==> config.mk <==
export PLATFORM = sky130hd
export DESIGN_NAME = pwm_capture
export DESIGN_NICKNAME = d
export VERILOG_FILES = /design/src/rtl/pwm_capture.sv
export SDC_FILE = /design/constraint.sdc
export NUM_CORES = 1
export LEC_CHECK = 0
export CAP_MARGIN = 20
export CORE_MARGIN = 5
export CORE_UTILIZATION = 45
export DETAILED_ROUTE_END_ITERATION = 16
export GPL_TIMING_DRIVEN = 0
export PLACE_DENSITY = 0.74
export SETUP_SLACK_MARGIN = 0.15
export SYNTH_ARGS = -nofsm -noshare
export SYNTH_HDL_FRONTEND = slang
export SYNTH_SLANG_ARGS = --single-unit
==> constraint.sdc <==
create_clock -name clk -period 2.3 [get_ports clk]
set_input_delay 0.345 -clock clk [delete_from_list [all_inputs] [get_ports clk]]
set_output_delay 0.345 -clock clk [all_outputs]
set_load 0.005 [all_outputs]
==> src/rtl/pwm_capture.sv <==
// pwm_capture: measures period and on-time of an asynchronous PWM input and
// flags a stuck line when no rising edge arrives within TIMEOUT cycles.
`default_nettype none

module pwm_capture #(
  parameter int  PWM_INTERVAL = 1200,
  parameter int  TIMEOUT      = 2400,
  parameter bit  ACTIVE_LOW   = 1'b1,
  localparam int CNT_W        = $clog2(TIMEOUT + 1)
) (
  input  logic             clk,
  input  logic             rst_n,
  input  logic             pwm_in,
  output logic [CNT_W-1:0] period_o,
  output logic [CNT_W-1:0] high_o,
  output logic             valid_o,
  output logic             stuck_o,
  output logic             level_o
);

  localparam logic [CNT_W-1:0] TMO = CNT_W'(TIMEOUT);
  localparam logic [CNT_W-1:0] ONE = CNT_W'(1);

  typedef enum logic [0:0] {
    IDLE    = 1'b0,
    MEASURE = 1'b1
  } state_t;

  // A timeout shorter than the nominal period would flag every healthy line.
  if (TIMEOUT <= PWM_INTERVAL) begin : g_cfg_check
    $error("pwm_capture: TIMEOUT must exceed PWM_INTERVAL");
  end

  state_t           state, state_nxt;
  logic             sync1, sync2, lvl, lvl_d;
  logic             rise;
  logic [CNT_W-1:0] cnt, cnt_nxt;
  logic [CNT_W-1:0] hi_cnt, hi_nxt;
  logic             take_sample, take_timeout;

  // lvl is registered so every output, level_o included, is 0 during reset.
  always_ff @(posedge clk or negedge rst_n) begin
    if (!rst_n) begin
      sync1 <= 1'b0;
      sync2 <= 1'b0;
      lvl   <= 1'b0;
      lvl_d <= 1'b0;
    end else begin
      sync1 <= pwm_in;
      sync2 <= sync1;
      lvl   <= sync2 ^ ACTIVE_LOW;
      lvl_d <= lvl;
    end
  end

  assign rise    = lvl & ~lvl_d;
  assign level_o = lvl;

  always_ff @(posedge clk or negedge rst_n) begin
    if (!rst_n) begin
      state <= IDLE;
    end else begin
      state <= state_nxt;
    end
  end

  always_comb begin
    state_nxt    = state;
    cnt_nxt      = (cnt == TMO) ? cnt : cnt + ONE;
    hi_nxt       = (hi_cnt == TMO) ? hi_cnt : hi_cnt + {{(CNT_W-1){1'b0}}, lvl};
    take_sample  = 1'b0;
    take_timeout = 1'b0;
    // A rise coinciding with the timeout count is a legal sample.
    if (rise) begin
      cnt_nxt     = ONE;
      hi_nxt      = ONE;
      state_nxt   = MEASURE;
      take_sample = (state == MEASURE);
    end else if (cnt == TMO) begin
      cnt_nxt      = '0;
      hi_nxt       = '0;
      state_nxt    = IDLE;
      take_timeout = 1'b1;
    end
  end

  always_ff @(posedge clk or negedge rst_n) begin
    if (!rst_n) begin
      cnt      <= '0;
      hi_cnt   <= '0;
      period_o <= '0;
      high_o   <= '0;
      valid_o  <= 1'b0;
      stuck_o  <= 1'b0;
    end else begin
      cnt     <= cnt_nxt;
      hi_cnt  <= hi_nxt;
      valid_o <= take_sample | take_timeout;
      if (take_sample) begin
        period_o <= cnt;
        high_o   <= hi_cnt;
        stuck_o  <= 1'b0;
      end else if (take_timeout) begin
        period_o <= '0;
        high_o   <= '0;
        stuck_o  <= 1'b1;
      end
    end
  end

endmodule

`default_nettype wire

==> impl_metrics.toml <==
[yosys]
synth-main-ff-cell = "dfrtp_1"
synth_common_cells = "dfrtp_1, a22o_1, nor2_1"
synth_cell_types = 36
async_flop_share_pct = 100.0
ys_ff_latch = 55
synthesis.nets = 203
yosysWarnings = 0
yosys.area.top_type_share_pct = 57.89
synth_largest_area_cell = "dfrtp_1"
syn_inst = 196
synthTopCellsByArea = "dfrtp_1, a22o_1, xnor2_1"
synth.avg_cell_area_um2 = 12.13
synth.most_common_cell = "dfrtp_1"
synth_enable_flop_cells = 0
ys_seq_area_share_pct = 57.89
syn-cell-area_um2 = 2377

[sta]
skew_ns = 0.01114
timing.final.crit_period_ns = 2.079
maxSlewViolCount = 0
fmax_mhz = 481.1
relSlewSlack_pct = 67.55
rsz0062_at_grt = "false"
setup_viol = 0
hold_violations = 0
min_period_over_period_pct = 90.38
tightest_slew_ns = 0.4868

[clock_tree]
cts_root_buffer = "clkbuf_8"
clk_pin_slew_worst_paths_ns = 0.10
worstSkewPairLatency_ns = 0.31
cts_tree = "built"
htree_levels = 2
clock_path_buffers = 2
cts_sinks = 55
numCtsBuffers = 5

[floorplan]
ios = 30
die_w_um = 82.69
core_um2 = 5107
die_h_um = 82.69
dieArea_um2 = 6837
rows = 26
initial_core_util_pct = 46.55

[place]
dp_hpwl_um = 3133
place_congestion = 0.8063
dp.cells = 296
port_buffers = 29
placed_area_um2 = 2770

[drt]
totalWireLength_um = 4537
vias = 1573
vias_per_cell = 5.107
first_pass_iters = 4
wl_per_cell_um = 14.73
drc_errors = 0
ant_nets = 0
dr.first_iter.drc_count = 84

[setup_path]
path_max_fanout = 10
worstSetupPathType = "reg -> reg"
crit_path_end_kind = "register"
crit_required_ns = 2.50
crit_arrival_ns = 2.27
crit_path_start_kind = "register"

[cells_and_area]
drive_above_1_share_pct = 16.81
area_delta_synth_final_pct = 23.58
fin_cells = 308
n_fill_cell = 422
finish.net_count = 244
antenna_cells = 0
fin_area_um2 = 2938

[pwr]
p_sw_mw = 0.6180
cellPowerDensity_nw_per_um2 = 774.4
combPwrFrac_pct = 17.7
p_sw_share_pct = 27.16
power_leakage_nw = 1.287
p_int_mw = 1.657
ir_worst_vdd_v = 0.0003570
pwr-share-seq_pct = 52.3
power_frac_clock_pct = 30.0

[grt]
grt_use_total_pct = 14.67
antenna_found_initial = 0
grt_start_max_net_pins = 38
grt_overflow = 0
grt_pass1_wl_um = 7631
grt_pass1_vias = 1580

[hold_path]
hp-class = "reg -> reg"

[run]
maxCapViolCount = 0

[status]
outcome = "finished, final reports clean"
## layer usage
layer  vias to the layer above  global-route usage [%]  share of wire (%)
met5                         -                       0                  0
met4                         0                   4.739                1.1
met3                         5                   4.013                4.9
met2                        30                   23.00                 46
met1                       783                   19.76                 48
li1                        755                       -                  -
## power by group through the flow
stage | registers, mW | clock network, mW | logic, mW
floorplan | 1.19 | 0 | 0.210
global placement | 1.21 | 0 | 0.359
detailed placement | 1.22 | 0 | 0.377
CTS | 1.20 | 0.692 | 0.382
global route | 1.21 | 0.730 | 0.449
finish | 1.19 | 0.682 | 0.404
## sequential cells by signal, indices dropped and copies added (netlist names), 12 cells and up
name,flops
high_o,12
period_o,12
cnt,12
hi_cnt,12
## metrics by stage
stage                     power, mW  utilization (%)  hold WS [ns]  TNS, ns  setup WS (ns)
after floorplan               1.396                -       0.04941        0         0.3722
after global placement        1.569            53.94        0.3354   -39.73        -0.7241
after detailed placement      1.592            54.24        0.3114        0         0.1853
after CTS                     2.273            56.81        0.3655        0         0.1556
after global routing          2.387            57.52        0.3890        0         0.1581
final                         2.275            57.52        0.3631        0         0.2213
## critical path, stage by stage (launching register included)
cell,delay (ns)
dfrtp_2,0.42
inv_1,0.06
ha_1,0.15
or4bb_4,0.56
nor3_4,0.28
a21oi_4,0.13
buf_6,0.17
a22o_1,0.18
## final timing paths
path,from,end,slack (ns),cells after the start
max,cnt[0],high_o[5],0.22,7
min,sync1,sync2,0.36,0
max reg2reg,cnt[0],high_o[5],0.22,7
min reg2reg,sync1,sync2,0.36,0
max in group asynchronous,rst_n,cnt[1],1.25,3
min in group asynchronous,rst_n,period_o[6],0.50,2
## timing repair
| action | CTS | global route |
|---|---|---|
| gates resized for setup | 0 | 4 |
| endpoints found under the hold margin | 18 | 0 |
| setup endpoints to repair | 0 | 39 |
| hold buffers | 1 | 0 |
| setup buffers | 0 | 3 |
## cell usage in the layout (no fill, tap or decap), types with 2 or more instances in the layout
| cell type | netlist | routed |
|---|---|---|
| nor4_1 | 3 | 3 |
| xnor2_1 | 12 | 12 |
| dfrtp_2 | 0 | 2 |
| ha_1 | 4 | 4 |
| buf_12 | 2 | 3 |
| nand3_1 | 9 | 9 |
| nor3_1 | 5 | 5 |
| buf_4 | 0 | 3 |
| inv_1 | 10 | 10 |
| nand2_1 | 8 | 8 |
| clkdlybuf4s50_1 | 0 | 28 |
| a22o_1 | 24 | 24 |
| nor2_2 | 10 | 10 |
| dfrtp_1 | 55 | 53 |
| clkbuf_8 | 0 | 6 |
| nor2_1 | 15 | 15 |
| xor2_1 | 9 | 9 |
| nand4_1 | 4 | 4 |
| clkbuf_1 | 2 | 2 |
| buf_6 | 3 | 3 |
| o31ai_1 | 2 | 2 |
## cell type report
cell class                 instances  area, µm²  share of cell area [%]
clock inverter                     2      38.79                   1.320
multi-input combinational        122      884.6                   30.11
clock buffer                       6      82.58                   2.811
inverter                          10      37.54                   1.278
timing repair buffer              34      337.8                   11.50
tap                               70      87.58                   2.981
sequential                        55       1379                   46.93
buffer                             9      90.09                   3.066
## cells by family (layout without fill, tap and decap cells)
family | count (synthesis) | after routing | share of synthesized area (%)
xor+xnor | 21 | 21 | 7.737
buf+inv | 19 | 61 | 5.368
fa+ha+maj | 4 | 4 | 2.105
compound gates | 29 | 29 | 10.32
simple gates | 68 | 68 | 16.58
flops | 55 | 55 | 57.89
No activity file was read; power rests on OpenSTA's default activity.
